$ cat config.mk
export PLATFORM = sky130hd
export DESIGN_NAME = pipe_stage_skid
export DESIGN_NICKNAME = d
export VERILOG_FILES = /design/src/rtl/pipe_pkg.sv /design/src/rtl/pipe_entry_reg.sv /design/src/rtl/pipe_stage_skid.sv
export SDC_FILE = /design/constraint.sdc
export NUM_CORES = 1
export LEC_CHECK = 0
export ABC_AREA = 0
export BUFFER_PORTS_ARGS = -buffer_cell sky130_fd_sc_hd__buf_2
export CORE_UTILIZATION = 35
export CTS_CLUSTER_DIAMETER = 120
export CTS_CLUSTER_SIZE = 24
export DETAILED_ROUTE_END_ITERATION = 7
export HOLD_SLACK_MARGIN = 0.05
export PLACE_DENSITY = 0.67
export SYNTH_ARGS = -nofsm -noshare
export SYNTH_HDL_FRONTEND = slang
export SYNTH_SLANG_ARGS = --single-unit
$ cat constraint.sdc
create_clock -name clk -period 3.3 [get_ports clk]
set_input_delay 0.825 -clock clk [delete_from_list [all_inputs] [get_ports clk]]
set_output_delay 0.825 -clock clk [all_outputs]
set_load 0.05 [all_outputs]
$ cat src/rtl/pipe_pkg.sv
// rtl/pipe_pkg.sv - shared defaults and occupancy encodings for pipeline stage registers
package pipe_pkg;

  localparam int              CTRL_W_DEF   = 15;
  localparam logic [14:0]     CTRL_NOP_DEF = 15'd1;

  // Occupancy doubles as the stage FSM state and is exported unchanged.
  typedef enum logic [1:0] {
    OCC_EMPTY = 2'd0,
    OCC_ONE   = 2'd1,
    OCC_FULL  = 2'd2
  } occ_t;

  // in_ready is registered from the next occupancy: ready while fewer than two entries held.
  function automatic logic occ_has_room(input occ_t occ);
    return (occ != OCC_FULL);
  endfunction

endpackage

$ cat src/rtl/pipe_entry_reg.sv
// rtl/pipe_entry_reg.sv - one ctrl+data pipeline entry with async reset, load and clear-to-NOP
// Ports:
//   clk     in   1       clock, rising edge
//   reset   in   1       asynchronous, active-low; entry becomes CTRL_NOP / 0
//   load    in   1       capture d_ctrl / d_data
//   clear   in   1       synchronous clear to CTRL_NOP / 0, wins over load
//   d_ctrl  in   CTRL_W  control bundle to capture
//   d_data  in   DATA_W  payload to capture
//   q_ctrl  out  CTRL_W  held control bundle
//   q_data  out  DATA_W  held payload
module pipe_entry_reg
  import pipe_pkg::*;
#(
  parameter int                 CTRL_W   = CTRL_W_DEF,
  parameter int                 DATA_W   = 128,
  parameter logic [CTRL_W-1:0]  CTRL_NOP = CTRL_W'(CTRL_NOP_DEF)
) (
  input  logic              clk,
  input  logic              reset,
  input  logic              load,
  input  logic              clear,
  input  logic [CTRL_W-1:0] d_ctrl,
  input  logic [DATA_W-1:0] d_data,
  output logic [CTRL_W-1:0] q_ctrl,
  output logic [DATA_W-1:0] q_data
);

  always_ff @(posedge clk or negedge reset) begin
    if (!reset) begin
      q_ctrl <= CTRL_NOP;
      q_data <= '0;
    end else if (clear) begin
      q_ctrl <= CTRL_NOP;
      q_data <= '0;
    end else if (load) begin
      q_ctrl <= d_ctrl;
      q_data <= d_data;
    end
  end

endmodule

$ cat src/rtl/pipe_stage_skid.sv
// rtl/pipe_stage_skid.sv - valid/ready pipeline stage register with 2-entry skid and flush
// Ports:
//   clk        in   1       clock, rising edge
//   reset      in   1       asynchronous, active-low
//   flush      in   1       synchronous flush, discards every held entry
//   in_valid   in   1       upstream entry valid
//   in_ready   out  1       stage can accept (registered, skid entry empty)
//   in_ctrl    in   CTRL_W  upstream control bundle
//   in_data    in   DATA_W  upstream payload
//   out_valid  out  1       main entry valid
//   out_ready  in   1       downstream accepts
//   out_ctrl   out  CTRL_W  control bundle to next stage
//   out_data   out  DATA_W  payload to next stage
//   occupancy  out  2       entries held: 0, 1 or 2
module pipe_stage_skid
  import pipe_pkg::*;
#(
  parameter int                 DATA_W      = 128,
  parameter int                 CTRL_W      = CTRL_W_DEF,
  parameter logic [CTRL_W-1:0]  CTRL_NOP    = CTRL_W'(CTRL_NOP_DEF),
  parameter bit                 ZERO_BUBBLE = 1'b1
) (
  input  logic              clk,
  input  logic              reset,
  input  logic              flush,
  input  logic              in_valid,
  output logic              in_ready,
  input  logic [CTRL_W-1:0] in_ctrl,
  input  logic [DATA_W-1:0] in_data,
  output logic              out_valid,
  input  logic              out_ready,
  output logic [CTRL_W-1:0] out_ctrl,
  output logic [DATA_W-1:0] out_data,
  output logic [1:0]        occupancy
);

  occ_t state;
  occ_t state_nxt;

  logic accept;
  logic deliver;

  logic main_load;
  logic main_from_skid;
  logic main_clear;
  logic skid_load;
  logic skid_clear;

  logic [CTRL_W-1:0] main_d_ctrl;
  logic [DATA_W-1:0] main_d_data;
  logic [CTRL_W-1:0] skid_q_ctrl;
  logic [DATA_W-1:0] skid_q_data;

  assign accept    = in_valid & in_ready;
  assign out_valid = (state != OCC_EMPTY);
  assign deliver   = out_valid & out_ready;
  assign occupancy = state;

  always_comb begin
    state_nxt      = state;
    main_load      = 1'b0;
    main_from_skid = 1'b0;
    main_clear     = 1'b0;
    skid_load      = 1'b0;
    skid_clear     = 1'b0;
    if (flush) begin
      // Flush outranks both handshakes; an entry offered this cycle is dropped.
      state_nxt  = OCC_EMPTY;
      main_clear = 1'b1;
      skid_clear = 1'b1;
    end else begin
      case (state)
        OCC_EMPTY: begin
          if (accept) begin
            state_nxt = OCC_ONE;
            main_load = 1'b1;
          end
        end
        OCC_ONE: begin
          if (accept && deliver) begin
            main_load = 1'b1;
          end else if (accept) begin
            state_nxt = OCC_FULL;
            skid_load = 1'b1;
          end else if (deliver) begin
            state_nxt  = OCC_EMPTY;
            main_clear = ZERO_BUBBLE;
          end
        end
        OCC_FULL: begin
          // in_ready is low here, so only a deliver can move the state;
          // the older skid entry slides into main before anything newer.
          if (deliver) begin
            state_nxt      = OCC_ONE;
            main_load      = 1'b1;
            main_from_skid = 1'b1;
            skid_clear     = 1'b1;
          end
        end
        default: begin
          state_nxt  = OCC_EMPTY;
          main_clear = 1'b1;
          skid_clear = 1'b1;
        end
      endcase
    end
  end

  always_ff @(posedge clk or negedge reset) begin
    if (!reset) begin
      state    <= OCC_EMPTY;
      in_ready <= 1'b1;
    end else begin
      state    <= state_nxt;
      in_ready <= occ_has_room(state_nxt);
    end
  end

  assign main_d_ctrl = main_from_skid ? skid_q_ctrl : in_ctrl;
  assign main_d_data = main_from_skid ? skid_q_data : in_data;

  pipe_entry_reg #(
    .CTRL_W   (CTRL_W),
    .DATA_W   (DATA_W),
    .CTRL_NOP (CTRL_NOP)
  ) u_main (
    .clk    (clk),
    .reset  (reset),
    .load   (main_load),
    .clear  (main_clear),
    .d_ctrl (main_d_ctrl),
    .d_data (main_d_data),
    .q_ctrl (out_ctrl),
    .q_data (out_data)
  );

  pipe_entry_reg #(
    .CTRL_W   (CTRL_W),
    .DATA_W   (DATA_W),
    .CTRL_NOP (CTRL_NOP)
  ) u_skid (
    .clk    (clk),
    .reset  (reset),
    .load   (skid_load),
    .clear  (skid_clear),
    .d_ctrl (in_ctrl),
    .d_data (in_data),
    .q_ctrl (skid_q_ctrl),
    .q_data (skid_q_data)
  );

endmodule

# After elaboration in Yosys (flattened, before gate mapping)
# Index checks and enable logic that the tools add are counted.
[classes]
n_addsub = 0
n_mul = 0
n_div = 0
order_cmp = 0
n_eq_ne = 3
n_shift = 0
muxes = 33
bitwise = 2
n_reduce_logical = 7
[ops]
columns = ["operator", "count"]
rows = [
  ["128-bit 2-to-1 mux", 5],
  ["15-bit 2-to-1 mux", 5],
  ["1-bit 2-to-1 mux", 13],
  ["2-bit 2-to-1 mux", 6],
  ["2-bit case mux with 3 select lines", 1],
  ["2-bit nonzero test", 3],
  ["1-bit case mux with 2 select lines", 2],
  ["2-bit OR reduction", 2],
  ["1-bit case mux with 3 select lines", 1],
  ["1-bit AND", 2],
  ["2-bit by 1-bit == test with 1-bit output, second input constant", 1],
  ["2-bit == test, second input constant", 1],
  ["2-bit logical NOT", 1],
  ["2-bit != test, second input constant", 1],
  ["1-bit logical AND", 1],
]
[totals]
register_bits = 289
latchBits = 0
ramBits = 0
mem_bits_ro = 0
inputBits = 148
out_inout_bits = 147
word_cells = 51
n_memories = 0

# Longest topological paths before layout
[logic_depth]
word_depth = 8
mapped_depth = 8
ltp_nobuf = 4

# Modules after synthesis
# From an unflattened synthesis, not the netlist that was laid out.
[unflattened]
hier_cells = 1106
area_unflattened_um2 = 13605.5
[by_module_without_submodules]
columns = ["module", "instances", "cells_each", "area_each_um2", "seq_area_each_um2"]
rows = [
  ["pipe_entry_reg", 2, 461, 5834.3, 3579.7],
  ["pipe_stage_skid", 1, 184, 1936.9, 76.3],
]

# Worst setup path after synthesis
# No wires, ideal clock.
[synth_timing]
path_type = "register -> output"
from = "register state[0] (netlist: occupancy[0])"
to = "output out_valid"
arrival_ns = 1.291
required_time_ns = 2.475
setup_slack_ns = 1.184
stages_incl_launch_ff = 4
n_path_buf = 1
cell_sequence = "dfrtp_1 > buf_2 > nor2_1 > inv_1"
[synth_between]
elab_chain_len = 1
[synth_rtl]
columns = ["item", "line", "source"]
rows = [
  ["start, declared", "pipe_stage_skid.sv:37", "occ_t state;"],
  ["start signal, assigned", "pipe_stage_skid.sv:114", "state <= state_nxt;"],
  ["2-bit nonzero test", "pipe_stage_skid.sv:55", "assign out_valid = (state != OCC_EMPTY);"],
  ["end, declared", "pipe_stage_skid.sv:30", "output logic out_valid,"],
]
# No other way between the ends.

# Final worst setup path
# Same ends and word-level chain as after synthesis.

==> flow_summary.yaml <==
synth:
  yosys_warnings: 0
  synth_nets: 973
  synth_top_area_share_pct: 59.6
  synth_cell_types: 32
  netlist_area_um2: 12000
  synth_area_leaders: "dfrtp_1 (60%), mux2i_1 (12%), a22o_1 (10%)"
  synth_flop_cell: "dfrtp_1"
  synth_edf_count: 0
  ys_seq_area_share_pct: 60.3
  synthCells: 825
  ys_ff_latch: 289
  synth_top_area_cell: "dfrtp_1"
  async_reset_ff_share_pct: 100
  syn_avg_cell_area_um2: 14.6
critical_path:
  start_kind: "register"
  endpoint: "out_valid"
  required_ps: 2470
  crit_path_end_kind: "primary output"
  rrSetupSlack_ps: 1300
  r2r_cells: 5
  reg2reg_to: "u_main.q_data[11]"
  critical_path_class: "reg2out"
  cp.arrival_ps: 1520
  startpoint: "occupancy[0]"
  crit_fanout: 10
  rr_startpoint: "occupancy[0]"
detailed_routing:
  via_per_inst: 5.34
  route.detailed.drc: 0
  drtAntennaViolNets: 0
  dr_total_vias: 8204
  drt_iter0_drc: 524
  wire_per_inst_um: 19.8
  drtPass1Iterations: 5
  drt-total-wl_um: 30400
cells_and_area:
  layout_common_cells: "buf_2 (293), dfrtp_1 (286), a22o_1 (142), mux2i_1 (142), o2bb2ai_1 (114)"
  finalNonFillerCells: 1537
  drive_above_1_share_pct: 34.3
  final_common_cell: "buf_2"
  nets: 1228
  area_growth_syn_to_layout_pct: 20.0
die:
  design.core.area_um2: 33600
  die_w_um: 187
  pin_count: 295
  initial_core_util_pct: 35.7
  die_h_um: 187
  rows: 67
  dieArea_um2: 35000
timing:
  relSlewSlack_pct: 57.7
  setup_viol: 0
  finalHoldViolations: 0
  fin_skew_ps: 26.3
  clock.fmax_ghz: 0.426
  timing.final.crit_period_ps: 2350
  worstMarginPinSlew_ps: 635
  setup_tns_ps: 0
  finalMaxSlewViolations: 0
  whs_ps: 266
  post-route-period-util_pct: 71.1
  rsz0062_at_grt: "no"
power_and_ir_drop:
  switching_share_pct: 31.3
  p_sw_mw: 2.30
  p_per_area_nw_per_um2: 510
  seqPwrFrac_pct: 52.2
  p_int_mw: 5.06
  power_leakage_nw: 6.73
  clkPwrFrac_pct: 29.3
  power_frac_comb_pct: 18.5
  max-vdd-ir-drop_mv: 0.375
cts:
  cts_tree: "built"
  clock_sinks: 289
  clockRootBuffer: "clkbuf_16"
  cts_buffers: 16
  htreeDepth: 1
  clkLatencyLatePin_ps: 500
  cts-resized-gates: 0
  cts_setup_buffers: 0
  clk_pin_slew_ps: 100
  cts_hold_buf: 0
  clockBufferDepth: 3
global_route:
  busiest_layer: "met2"
  use_met3_pct: 3.77
  grt_pass1_wl_um: 48400
  grtUsageTotal_pct: 17.0
  grtUsageMet2_pct: 27.3
  antenna_found_initial: 1
  grt_max_degree: 87
  grt.overflow.total: 0
  grt_pass1_vias: 8408
  met1_usage_pct: 23.4
placed_design:
  dp_cells: 1510
  place.gp.congestion: 0.781
  hpwlAfterDp_um: 18900
  io_buffers: 294
run_status:
  run_status: "completed"
run:
  cap_violations: 0
worst_hold_path:
  hold_path_class: "in2async"
## flip-flops by register name (all words and copies together) (netlist names)
name / flops
u_main.q_ctrl: 15
u_skid.q_data: 128
u_main.q_data: 128
in_ready: 1
u_skid.q_ctrl: 15
occupancy: 2
## critical path: stages (launching register included)
cell and delay [ps]:
dfrtp_1 490, nor2_1 250, inv_1 60, buf_2 220
## layer usage
layer,wire length (um),vias to the layer above
met5,0,-
met4,552,0
met3,2070,31
met2,14000,240
met1,13800,4241
li1,-,3692
## worst min path at each step
stage,from,slack (ps),to,cells after the start
after CTS,reset,270,u_skid.q_data[76],1
after detailed placement,u_main.q_data[35],470,u_main.q_data[35],1
after global routing,reset,300,u_skid.q_data[76],1
final,reset,270,u_skid.q_data[76],1
after global placement,u_main.q_data[89],470,u_main.q_data[89],1
after floorplan,u_skid.q_data[11],470,u_skid.q_data[11],1
## synth_stat cells, types with 2 or more instances
library cell  instances
a21oi_1               2
nand2_1               2
o2bb2ai_1           114
a22o_1              142
buf_4                10
o21bai_1              2
clkbuf_1              4
buf_2                50
inv_1                 4
buf_6                10
mux2i_1             142
dfrtp_1             286
and3b_1               2
o2bb2ai_2            28
nor2_1                3
dfstp_2               3
buf_1                 6
## power by group through the flow
stage	combinational (mW)	sequential (mW)	clock (mW)
finish	1.36	3.84	2.16
global route	1.45	3.86	2.36
CTS	1.38	3.84	2.25
detailed placement	1.38	3.90	0
global placement	1.37	3.90	0
floorplan	0.390	4.40	0
## logic make-up (layout without fill, tap and decap cells)
family / after synthesis / after routing / share of synthesized area [%]
buffers and inverters: 84 / 345 / 4.08
multiplexers: 142 / 142 / 11.8
AND/OR/NAND/NOR: 14 / 14 / 0.834
other: 0 / 3 / 0
flip-flops: 289 / 289 / 60.3
XOR/XNOR: 1 / 1 / 0.0730
AO/OA/AOI/OAI: 295 / 295 / 22.9
## metrics by stage
step	setup WS [ps]	util, %	cell area, um^2	power [mW]
after floorplan	1180	-	12000	4.79
after CTS	921	42.9	14400	7.46
final	952	42.9	14400	7.36
after global placement	945	41.4	13900	5.26
after global routing	847	42.9	14400	7.67
after detailed placement	924	41.4	13900	5.28
## cell type report
class,instances,area (um^2)
Fill cell,3089,19200
Sequential cell,289,7240
Multi-Input combinational cell,452,4300
Timing Repair Buffer,317,1820
Tap cell,448,561
Clock buffer,23,448
Clock inverter,1,30.0
Inverter,4,15.0
Antenna cell,3,7.51
Power figures use the tool's default switching activity.
